## config.mk

```make
export PLATFORM = sky130hd
export DESIGN_NAME = score_bcd_ctrl
export DESIGN_NICKNAME = d
export VERILOG_FILES = /design/src/rtl/score_bcd_ctrl.sv
export SDC_FILE = /design/constraint.sdc
export NUM_CORES = 1
export LEC_CHECK = 0
export ABC_AREA = 1
export BUFFER_PORTS_ARGS = -buffer_cell sky130_fd_sc_hd__buf_2
export CAP_MARGIN = 20
export CORE_UTILIZATION = 35
export CTS_BUF_LIST = sky130_fd_sc_hd__clkbuf_2 sky130_fd_sc_hd__clkbuf_4 sky130_fd_sc_hd__clkbuf_8
export CTS_CLUSTER_SIZE = 16
export DETAILED_ROUTE_END_ITERATION = 10
export SYNTH_ARGS = -nofsm -noshare
export SYNTH_HDL_FRONTEND = slang
export SYNTH_SLANG_ARGS = --single-unit
export TNS_END_PERCENT = 50
```

## constraint.sdc

```tcl
create_clock -name clk -period 2.2 [get_ports clk]
set_input_delay 0 -clock clk [delete_from_list [all_inputs] [get_ports clk]]
set_output_delay 0 -clock clk [all_outputs]
set_load 0.05 [all_outputs]
```

## src/rtl/score_bcd_ctrl.sv

```systemverilog
// score_bcd_ctrl: once-per-frame double-dabble conversion of a clamped binary score to four BCD digits
module score_bcd_ctrl #(
  parameter int SCORE_W   = 32,
  parameter int SAT_MAX   = 9999,
  parameter int CONV_BITS = 14
) (
  input  logic               clk,
  input  logic               rst_n,
  input  logic               frame_tick,
  input  logic [SCORE_W-1:0] score,
  input  logic               force_update,
  output logic               busy,
  output logic               digits_valid,
  output logic [3:0]         dig_unit,
  output logic [3:0]         dig_ten,
  output logic [3:0]         dig_hund,
  output logic [3:0]         dig_thou
);
  localparam int CW = $clog2(CONV_BITS);
  localparam logic [1:0] IDLE = 2'd0, LOAD = 2'd1, SHIFT = 2'd2, DONE = 2'd3;
  logic [1:0] state;
  logic [CONV_BITS-1:0] clamped, shiftReg, convReg, lastConv, nextShift;
  logic [15:0] scratch, adj, nextScratch;
  logic [CW-1:0] bitCnt;
  logic pending, forceFlag;
  assign clamped = (score > SCORE_W'(SAT_MAX)) ? CONV_BITS'(SAT_MAX) : score[CONV_BITS-1:0];
  for (genvar i = 0; i < 4; i++) begin : g_adj
    assign adj[4*i+:4] = (scratch[4*i+:4] >= 4'd5) ? scratch[4*i+:4] + 4'd3 : scratch[4*i+:4];
  end
  assign {nextScratch, nextShift} = {adj, shiftReg} << 1;
  assign busy = state != IDLE;
  assign digits_valid = state == DONE;
  // Conversion sequencer: request capture, clamp/skip decision, shift-add-3 loop, atomic digit update
  always_ff @(posedge clk) begin
    if (!rst_n) begin
      state <= IDLE;
      shiftReg <= '0;
      convReg <= '0;
      lastConv <= '0;
      scratch <= '0;
      bitCnt <= '0;
      pending <= 1'b0;
      forceFlag <= 1'b0;
      {dig_thou, dig_hund, dig_ten, dig_unit} <= '0;
    end else begin
      pending <= (frame_tick && state != IDLE) ? 1'b1 : (state == IDLE) ? 1'b0 : pending;
      forceFlag <= force_update ? 1'b1 : (state == DONE) ? 1'b0 : forceFlag;
      case (state)
        IDLE: state <= (frame_tick || pending) ? LOAD : IDLE;
        LOAD: begin
          shiftReg <= clamped;
          convReg <= clamped;
          scratch <= '0;
          bitCnt <= CW'(CONV_BITS - 1);
          state <= (clamped == lastConv && !forceFlag) ? IDLE : SHIFT;
        end
        SHIFT: begin
          scratch <= nextScratch;
          shiftReg <= nextShift;
          bitCnt <= bitCnt - 1'b1;
          if (bitCnt == '0) begin
            state <= DONE;
            {dig_thou, dig_hund, dig_ten, dig_unit} <= nextScratch;
          end
        end
        default: begin
          lastConv <= convReg;
          state <= IDLE;
        end
      endcase
    end
  end
endmodule
```

Word level (Yosys, flattened, before mapping). Index checks and enable logic that the tools add are counted.

$add $sub $neg: 5. $lt $le $gt $ge: 5. Eq/ne operators: 5. Multiplexer cells: 16. Reduce and logical (&&, ||, !) cells: 12.

Operator list (count): greater-than comparator 32 x 14 -> 1 bit (second input constant) (1); one-hot mux 16 bit (2 select lines) (1); one-hot mux 14 bit (2 select lines) (1); greater-or-equal comparator 4 x 3 -> 1 bit (second input constant) (4); == test 14 bit (1); 2-to-1 mux 14 bit (1); adder 4 x 2 -> 4 bit (second input constant) (3); 2-to-1 mux 4 bit (3); one-hot mux 4 bit (2 select lines) (1); nonzero test 2 bit (4); one-hot mux 2 bit (3 select lines) (1); 2-to-1 mux 1 bit (5); == test 2 bit (second input constant) (2); zero test 4 bit (1); 2-to-1 mux 2 bit (2); subtractor 4 x 1 -> 4 bit (second input constant) (1); adder 3 x 2 -> 3 bit (second input constant) (1); 2-to-1 mux 3 bit (1); OR reduction 3 bit (1); == test 2 x 1 -> 1 bit (second input constant) (1); logical AND 1 bit (2); zero test 2 bit (1); inequality test 2 bit (second input constant) (1); AND reduction 2 bit (1); other kinds (2) (2).

Register bits: 82. Input port bits: 36. Output and inout port bits: 18. Logic and storage cells: 55.

Logic depth before layout (Yosys ltp). Gate-level depths: netlist of run 1.

Word-level depth: 6. Gate-level depth with buffers: 15. Gate-level depth less buffers: 14.

Worst setup path before layout of run 1. OpenSTA, ideal clock, no wires.

Path kind: reg-to-reg. Start point: register state[1]. End point: register shiftReg[0]. Library setup time: 71 ps. Arrival time: 1657 ps. Required time: 2129 ps. Slack: 472 ps. Cell stages (with the launch flop): 8. Buffers on the path: 2. Period minus slack after synthesis: 1728 ps. Path through: dfxtp_1 > inv_1 > ha_1 > inv_1 > clkbuf_1 > clkbuf_1 > nand2_1 > a21oi_1.

Longest elaborated chain between the ends: 2. Elaborated cells between the ends (all ways): 4. Those cells by class: 2 x eq/ne; 1 x mux; 1 x reduce/logical.

Ends and longest elaborated chain: from (decl) (line 21) `logic [1:0] state;`; from (signal assigned) (line 49) `IDLE: state <= (frame_tick || pending) ? LOAD : IDLE;`; from (signal assigned) (line 55) `state <= (clamped == lastConv && !forceFlag) ? IDLE : SHIFT;`; == test 2 bit / == test 2 x 1 -> 1 bit (equally long branches) (line 48) `case (state)`; one-hot mux 14 bit (2 select lines) / nonzero test 2 bit (equally long branches); to (signal assigned) (line 51) `shiftReg <= clamped;`; to (signal assigned) (line 59) `shiftReg <= nextShift;`; to (decl) (line 22) `logic [CONV_BITS-1:0] clamped, shiftReg, convReg, lastConv, nextShift;`.

Parallel ways exist; a longest one is shown, timed or not. A chain may end at the register's enable or synchronous reset.

Worst setup path in the final report of run 1.
Start point: input port score[11]. End point: register state[1].

Longest elaborated chain between the ends: 6.

Ends and longest elaborated chain: from (decl) (line 10) `input logic [SCORE_W-1:0] score,`; greater-than comparator 32 x 14 -> 1 bit (line 26) `assign clamped = (score > SCORE_W'(SAT_MAX)) ? CONV_BITS'(SAT_MAX) : score[CONV_BITS-1:0];`; 2-to-1 mux 14 bit * (line 26); == test 14 bit * (line 55); logical AND 1 bit * (line 55); 2-to-1 mux 2 bit * (line 55); one-hot mux 2 bit (3 select lines) * (line 48).

Every way passes the cells marked *; elsewhere a longest branch is shown, timed or not.

==> metrics, run 1 <==
DR vias 3723; Final Hold Violating Endpoints 0; Synth top cells by count nor2_1, dfxtp_1, inv_1, nand2_1, a21oi_1; vias in the first global route about 3500; area of the multi-input gates 1918 um^2; die area approximately 12000 um^2; Post-synth top flop dfxtp_1; Post-Synthesis Cells 559; WP data required approximately 2400 ps; final antenna-violating net count 0; simple-gate share of the synthesized area between 20% and 30%; Worst-Margin Slew 770.4 ps; Pins Over Slew Limit 0; relative slew slack 48.59%; Worst R2R Start state[0]$_SDFFE_PN0P_; share of cells above drive strength 1 15.36%; GP Congestion 0.8022; largest net degree at the start of global routing 45; Post-DP HPWL 6669 um; Synth async-reset ratio 0%; largest family of logic cells by synthesized area simple AND/OR/NAND/NOR gates; global route overflow 0; RR Endpoint shiftReg[1]$_SDFFE_PN0P_; TritonCTS clock tree yes; register area about 1600 um^2; PwrDens roughly 1100 nW/um^2; starting density of the core 36.20%; CP endpoint kind register; # rows 38; final setup violation count 0; synth-to-layout area growth 18.39%; CTS Buffer Depth 2; Hold Startpoint score[12]; most common cell in the netlist nor2_1; xor and xnor area share after synthesis under 10%; Critical Path AT 2200 ps; Leakage 2.112 nW; post-route insts no fill 765; I/O Pins between 50 and 60; EDFF count, synth 0; WL per Instance 12.34 um; CP top delay family simple AND/OR/NAND/NOR gates; total CTS buffers 9; Final TNS setup 0 ps; CP startpoint kind input pin; first-pass GRT wire length 15650 um; Max Clk Rate between 500 and 600 MHz; final worst-path cycle share about 90%; Slowest cell on crit path dlygate4sd3_1; GRT Overall Usage 16.99%; critical path peak fanout 12; slack of the worst reg-to-reg path 360 ps; Starting DRT DRC Count 114; CTS root buf clkbuf_8; core area roughly 11000 um^2; Layout Nets 670; post-synthesis area per instance between 7 and 8 um^2; Hold Path Stages 3; Yosys top cell by area dfxtp_1; RSZ-0062 raised after global routing false; Hold Crit Endpoint convReg[12]$_SDFFE_PN0P_; CTS H-tree depth 3; DP Cell Count 741; CP Class in2reg; post-synth top area share roughly 41%; Post-Syn Nets 609; Final Routed Wirelength around 9400 um; Synth Area in Compound Gates between 10% and 20%; DIE WIDTH 108.4 um; Hold WC Path Type in2reg; Yosys reg bits 82; Clk Latency, worst-skew pair 360 ps; CP most frequent cell nand2_1; TritonCTS Sinks 82; Cell Area, Synth 3959 um^2; drt drc 0; top cells by area, synth dfxtp_1, nor2_1, inv_1; crit path cell chain dlygate4sd3_1 > buf_2 > nor2_2 > nor2_1 > nor2_2 > nand2_2 > nor2_8 > buf_4 > nand3_2 > nand2_1 > nand2_1 > nor2_1 > nand2_1 > nor2_1 > nand2_1 > nand2_1 > a21oi_1; DRT Pass-1 Iters 6; die height 108.4 um; mux cell area share after synthesis 0%; slowest stage delay, CP 530 ps; R2R depth 7; initial antenna violation count 0; CP bufs+invs 3; Max-Cap Viols 0; Synth warnings 0; worst clock skew slightly below 8 ps; status finished, final reports clean; Adder-Cell Fraction of Synth Area 4.425%; Worst-path clk slew 80 ps; DR vias/cell 4.867; n_diodes 0; Seq/Total Area, Yosys 41.47%; fill cell count 1149; PortBufs 53; end-of-flow core utilization 42.86%; VDD IR max 0.5381 mV; Period minus WS final roughly 2000 ps; synth unique cells 27
-- state kept, by name (all words and copies together), names as in the netlist --
signal,flops
state,2
forceFlag,1
shiftReg,14
dig_ten,4
bitCnt,4
scratch,16
pending,1
dig_thou,4
dig_hund,4
convReg,14
dig_unit,4
lastConv,14
-- stage by stage --
stage | hold WS, ps | power (mW) | cell area (um^2) | worst slack (ps)
final | 11.76 | 5.006 | 4687 | 215.1
after global routing | 23.92 | 5.382 | 4687 | 18.55
after CTS | 9.741 | 5.058 | 4648 | 145.1
after detailed placement | 224.8 | 3.863 | 4389 | 277.7
after global placement | 213.4 | 3.847 | 4389 | 306.3
after floorplan | 120.7 | 3.340 | 3959 | 472.4
-- logic make-up after synthesis --
| kind of cell | count (synthesis) |
|---|---|
| adders and majority gates | 14 |
| DFF | 82 |
| and+or+nand+nor | 206 |
| xor gates and xnor gates | 8 |
| AOI/OAI and AO/OA | 143 |
| buffers and inverters | 106 |
-- metal layers --
metal	part of all wire, %	GRT usage [%]	vias to the layer above
met1	46	20.44	1699
met4	1.5	5.792	0
met2	48	29.39	92
met5	0	0	-
li1	-	-	1919
met3	5.3	4.219	13
-- layout make-up --
class                   count  area share [%]
multi-input cells         372           40.92
clock inverters             3          0.9877
repair buffers             73           9.076
well taps                 140           3.737
clock buffers              13           3.684
inverters                  82           6.567
flip-flops and latches     82           35.02
-- worst max path at each step --
stage | startpoint | cells past startpoint | to | slack (ps)
after floorplan | state[1]$_SDFFE_PN0P_ | 7 | shiftReg[0]$_SDFFE_PN0P_ | 470
after CTS | score[11] | 16 | state[1]$_SDFFE_PN0P_ | 150
after global placement | score[12] | 15 | state[1]$_SDFFE_PN0P_ | 310
after global routing | score[11] | 16 | state[1]$_SDFFE_PN0P_ | 20
final | score[11] | 17 | state[1]$_SDFFE_PN0P_ | 220
after detailed placement | score[12] | 15 | state[1]$_SDFFE_PN0P_ | 280
-- power breakdown --
part	internal [mW]	leakage, nW	switching [mW]
registers	1.80	0.667	0.138
clock network	0.633	0.109	0.545
logic	0.615	1.34	1.28
-- placed cells by master (no fill, tap or decap), types with 5 or more instances in the layout --
| cell type | synthesis | layout |
|---|---|---|
| o21a_1 | 7 | 7 |
| nand3_2 | 4 | 5 |
| o22ai_1 | 11 | 11 |
| nand3_1 | 13 | 12 |
| inv_1 | 80 | 80 |
| nor2_1 | 87 | 87 |
| o21bai_1 | 8 | 8 |
| clkbuf_8 | 0 | 12 |
| buf_4 | 1 | 16 |
| o21ai_0 | 56 | 56 |
| xor2_1 | 8 | 8 |
| nand4_1 | 13 | 13 |
| dfxtp_1 | 82 | 82 |
| a21oi_1 | 58 | 58 |
| buf_2 | 2 | 53 |
| nand2_1 | 80 | 80 |
| ha_1 | 14 | 14 |
-- timing repair --
item                       CTS  global route
hold buffers                 4             0
setup buffers                0             3
hold endpoints to repair     4             0
setup endpoints to repair    0             1
gates resized for setup      0             1
-- tightest hold or removal path, cell delays in order --
cell     delay [ps]
buf_2           120
nand3_1         140
a21oi_1          70
Note: power is estimated with default switching activity, not from simulation.
==> run 2, diff against run 1 <==
Settings changed: MAX_ROUTING_LAYER from default to met4, PLACE_DENSITY from default to 0.63.
==> metrics, run 2 (same netlist as run 1, synthesis figures left out) <==
crit path cell chain dlygate4sd3_1 > buf_2 > nor2_2 > nor2_1 > nor2_2 > nand2_2 > nor2_8 > nand3_1 > nand2_1 > nand2_1 > nor2_1 > nand2_1 > nor2_1 > nand2_1 > nand2_1 > a21oi_1; TritonCTS clock tree yes; die height 108.4 um (unchanged); PortBufs 53 (unchanged); CTS Buffer Depth 2 (unchanged); Clk Latency, worst-skew pair 340 ps (-20 ps); GRT Overall Usage 17.11% (+0.12 points); CP startpoint kind input pin; CP endpoint kind register; DIE WIDTH 108.4 um (unchanged); Largest Register scratch; core area 10940 um^2 (unchanged); drt drc 0 (unchanged); global route overflow 0 (unchanged); Hold WC Path Type in2reg; n_diodes 0 (unchanged); Starting DRT DRC Count 190 (+67%); WP data required 2400 ps (about the same); largest net degree at the start of global routing 45 (unchanged); final worst-path cycle share 91.33% (+1.1 points); start point of the critical path score[11]; Final Hold Violating Endpoints 0 (unchanged); RSZ-0062 raised after global routing false; Final TNS setup 0 ps (unchanged); Post-DP HPWL 6512 um (-2.4%); Hold Startpoint score[4]; WL per Instance 12.26 um (-0.59%); post-route insts no fill 761 (-0.52%); final antenna-violating net count 0 (unchanged); share of cells above drive strength 1 14.81% (-0.55 points); VDD IR max 0.4631 mV (-14%); CTS root buf clkbuf_8; initial antenna violation count 0 (unchanged); PwrDens 1070 nW/um^2 (+0.22%); Final Routed Wirelength 9333 um (-1.1%); synth-to-layout area growth 17.35%; Worst-Margin Slew 661.6 ps (-108.7 ps); worst clock skew 7.369 ps (-0.5848 ps); Power Total 4.973 mW (-0.66%); Sw Pwr 1.938 mW (-1.3%); Critical Path AT 2210 ps (about the same); fill cell count 1118 (-2.7%); Int Power 3.035 mW (-0.26%); Max Clk Rate 497.7 MHz (-1.2%); relative slew slack 55.84% (+7.3 points); DR vias 3699 (-0.64%); postcts setup bufs 0 (unchanged); CP most frequent cell nand2_1; Leakage 2.095 nW (-0.82%); DR vias/cell 4.861 (-0.12%); most frequent cells in the layout nor2_1, dfxtp_1, inv_1, nand2_1, a21oi_1; Hold Crit Endpoint convReg[4]$_SDFFE_PN0P_; CTS H-tree depth 3 (unchanged); Resized Gates After CTS 0 (unchanged); Comb pwr share 38.0% (about the same); vias in the first global route 3436 (-1.3%); DP Worst Slack 365.4 ps (+87.68 ps); die area 11740 um^2 (unchanged); GP Congestion 0.7820 (-2.5%); final setup violation count 0 (unchanged); CP top delay family simple AND/OR/NAND/NOR gates; sw frac 38.97% (-0.25 points); Period minus WS final 2009 ps (+24.45 ps); total CTS buffers 9 (unchanged); Hold Path Stages 3 (unchanged); Max-Cap Viols 0 (unchanged); slack of the worst reg-to-reg path 450 ps (+90 ps); Worst-path clk slew 80 ps (about the same); TritonCTS Sinks 82 (unchanged); critical path peak fanout 14 (+2); Layout Nets 667 (-0.45%); Reg power frac 39.2% (+0.6 points); first-pass GRT wire length 15460 um (-1.2%); Pins Over Slew Limit 0 (unchanged); RR Endpoint shiftReg[5]$_SDFFE_PN0P_; Setup WS post-layout 190.7 ps (-24.45 ps); CP Class in2reg; R2R depth 8 (+1); max reg flops 16 (unchanged); DP Cell Count 742 (+0.13%); # rows 38 (unchanged); clock network fraction of total power 22.8% (-0.7 points); starting density of the core 36.20% (unchanged); DRT Pass-1 Iters 5 (-1); I/O Pins 54 (unchanged); commonest non-fill, non-tap cell in the layout nor2_1; CP bufs+invs 2 (-1); slowest stage delay, CP 540 ps (about the same); status finished, final reports clean; Worst R2R Start state[1]$_SDFFE_PN0P_; Slowest cell on crit path dlygate4sd3_1
run 2: changes by cell type in the layout (fill, tap and decap cells not counted), sizes merged:
cell	previous run	this run
clkinvlp	1	0
dlygate4sd3	4	3
buf	69	67
run 2: power groups by stage:
stage	Combinational, mW	Clock (mW)	Sequential (mW)
2_1_floorplan	1.15	0	2.19
3_3_place_gp	1.87	0	1.97
3_5_place_dp	1.89	0	1.98
4_1_cts	1.90	1.16	1.95
5_1_grt	2.12	1.23	1.99
6_report	1.89	1.13	1.95
run 2: final cells by class:
cell class | instances | area [um^2] | area share (%)
clock inverter | 2 | 35.03 | 0.7541
sequential | 82 | 1642 | 35.34
multi-input combinational | 372 | 1913 | 41.18
timing repair buffer | 70 | 400.4 | 8.618
clock buffer | 13 | 172.7 | 3.717
inverter | 82 | 307.8 | 6.625
tap | 140 | 175.2 | 3.771
run 2: how the worst max path moves through the flow:
| stage | to | slack [ps] | cells after the start |
|---|---|---|---|
| 2_1_floorplan | shiftReg[0]$_SDFFE_PN0P_ | 470 | 7 |
| 3_3_place_gp | state[1]$_SDFFE_PN0P_ | 400 | 15 |
| 3_5_place_dp | state[1]$_SDFFE_PN0P_ | 370 | 13 |
| 4_1_cts | state[1]$_SDFFE_PN0P_ | 200 | 16 |
| 5_1_grt | state[1]$_SDFFE_PN0P_ | 60 | 16 |
| 6_report | state[1]$_SDFFE_PN0P_ | 190 | 16 |
run 2: layer usage:
metal	routed length [um]	vias to the layer above	track usage, %
met5	0	-	-
met3	470	12	3.134
met1	4243	1676	19.87
met4	118	0	4.633
li1	-	1912	-
met2	4500	99	30.16
run 2: tightest hold or removal path, delay by kind of cell:
kind,cells,cell delay (ps)
AO/OA/AOI/OAI,1,80
AND/OR/NAND/NOR,1,140
buffers and inverters,1,120
run 2: timing repair:
item | in CTS | in global routing
hold buffers | 3 | 0
setup endpoints to repair | 0 | 1
hold endpoints to repair | 3 | 0
run 2: metrics by stage:
step	hold slack (ps)	util, %	cell area (um^2)
floorplan	120.7	-	3959
global placement	210.8	40.21	4397
finish	41.20	42.48	4646
global route	42.71	42.48	4646
CTS	23.87	42.38	4634
detailed placement	231.6	40.21	4397
==> run 3, diff against run 2 <==
==> constraint.sdc (replaced) <==
create_clock -name clk -period 2.2 [get_ports clk]
set_input_delay 0.33 -clock clk [delete_from_list [all_inputs] [get_ports clk]]
set_output_delay 0.33 -clock clk [all_outputs]
set_load 0.05 [all_outputs]
==> metrics, run 3 (same netlist as run 1, synthesis figures left out) <==
status finished, final reports clean; n_diodes 0 (unchanged); slowest stage delay, CP 470 ps (-70 ps); Worst R2R Start state[1]$_SDFFE_PN0P_; max reg flops 16 (unchanged); Setup WS post-layout 410.2 ps (+219.5 ps); relative slew slack 63.98% (+8.1 points); final setup violation count 0 (unchanged); GRT Overall Usage 17.91% (+0.79 points); DIE WIDTH 108.4 um (unchanged); share of cells above drive strength 1 15.57% (+0.76 points); Leakage 2.121 nW (+1.2%); hold_ws 189.5 ps (+148.3 ps); critical path peak fanout 8 (-6); Final Routed Wirelength 9522 um (+2.0%); CP startpoint kind register; Resized Gates After CTS 0 (unchanged); Clk Latency, worst-skew pair 350 ps (about the same); die height 108.4 um (unchanged); GP Congestion 0.8014 (+2.5%); CP Class reg2reg; I/O Pins 54 (unchanged); vias in the first global route 3598 (+4.7%); post-route insts no fill 763 (+0.26%); initial antenna violation count 0 (unchanged); start point of the critical path state[1]$_SDFFE_PN0P_; WP data required 2440 ps (+40 ps); CTS H-tree depth 3 (unchanged); core area 10940 um^2 (unchanged); Largest Register scratch; Pins Over Slew Limit 0 (unchanged); VDD IR max 0.5706 mV (+23%); drt drc 0 (unchanged); global route overflow 0 (unchanged); first-pass GRT wire length 16190 um (+4.7%); DRT Pass-1 Iters 4 (-1); final antenna-violating net count 0 (unchanged); hold buffer count at CTS 0 (-3); DR vias 3692 (-0.19%); TritonCTS clock tree yes; DP Cell Count 747 (+0.67%); Max-Cap Viols 0 (unchanged); crit path cell chain inv_1 > ha_1 > inv_1 > nor2_1 > buf_4 > a221oi_1 > nor2_1; Critical Path AT 2030 ps (-180 ps); commonest non-fill, non-tap cell in the layout nor2_1; largest net degree at the start of global routing 40 (-11%); TritonCTS Sinks 82 (unchanged); Starting DRT DRC Count 160 (-16%); Final TNS setup 0 ps (unchanged); worst clock skew 10.44 ps (+3.076 ps); synth-to-layout area growth 18.33%; CP endpoint kind register; PwrDens 1108 nW/um^2 (+3.5%); die area 11740 um^2 (unchanged); CP bufs+invs 3 (+1); DP Worst Slack 107.3 ps (-258.1 ps); WL per Instance 12.48 um (+1.8%); Final Hold Violating Endpoints 0 (unchanged); CP top delay family flip-flops; CTS root buf clkbuf_8; CTS Buffer Depth 2 (unchanged); Slowest cell on crit path dfxtp_1; Hold WC Path Type in2reg; most frequent cells in the layout nor2_1, dfxtp_1, inv_1, nand2_1, a21oi_1; Max Clk Rate 558.7 MHz (+12%); starting density of the core 36.20% (unchanged); postcts setup bufs 0 (unchanged); Post-DP HPWL 6735 um (+3.4%); Worst-path clk slew 80 ps (about the same); Worst-Margin Slew 539.7 ps (-121.9 ps); RSZ-0062 raised after global routing false; final worst-path cycle share 81.35% (-10 points); total CTS buffers 9 (unchanged); # rows 38 (unchanged); Layout Nets 668 (+0.15%); PortBufs 53 (unchanged); Power Total 5.188 mW (+4.3%); DR vias/cell 4.839 (-0.45%); Hold Startpoint force_update; Period minus WS final 1790 ps (-219.5 ps)
==> run 3: cell count changes in the layout (fill, tap and decap cells not counted), sizes merged <==
cell,previous run,this run
buf,67,72
clkbuf,13,10
dlygate4sd3,3,0
bufinv,1,3
clkinv,3,4
inv,80,81
nor2,91,90
==> run 3: worst min-delay path, cell delays in order <==
cell and delay [ps]:
buf_2 70, nor2_1 30, nor2_1 60
==> run 3: power breakdown <==
group          internal, mW  switching (mW)  total [mW]  leakage [nW]
combinational         0.611            1.28        1.89          1.33
clock                 0.789           0.556        1.34         0.127
sequential             1.80           0.161        1.96         0.667
==> run 3: cell type report <==
type                    count  area (um^2)
flip-flops and latches     82         1642
repair buffers             72        407.9
fillers                  1159         6251
clock inverters             6        112.6
clock buffers              10        137.6
inverters                  82        307.8
multi-input cells         371         1902
well taps                 140        175.2
==> run 3: path summary, 6_finish.rpt <==
check | endpoint | slack (ps) | depth (start not counted)
setup / recovery | shiftReg[13]$_SDFFE_PN0P_ | 410 | 7
hold / removal | forceFlag$_SDFFE_PN0P_ | 190 | 3
setup reg to reg | shiftReg[13]$_SDFFE_PN0P_ | 410 | 7
hold reg to reg | shiftReg[0]$_SDFFE_PN0P_ | 470 | 2
==> run 3: through the flow <==
stage	instance area, um^2	utilization [%]
floorplan	3959	-
global placement	4434	40.55
detailed placement	4434	40.55
CTS	4684	42.84
global route	4684	42.84
finish	4684	42.84
==> run 3: routing by layer <==
layer  vias to the layer above  wire length, um  share of wire (%)  global-route usage (%)
met5                         -                0                  0                       -
met4                         0              133                1.4                   6.853
met3                        10              471                4.9                   3.376
met2                        84             4536                 48                   30.16
met1                      1679             4380                 46                   21.10
li1                       1919                -                  -                       -
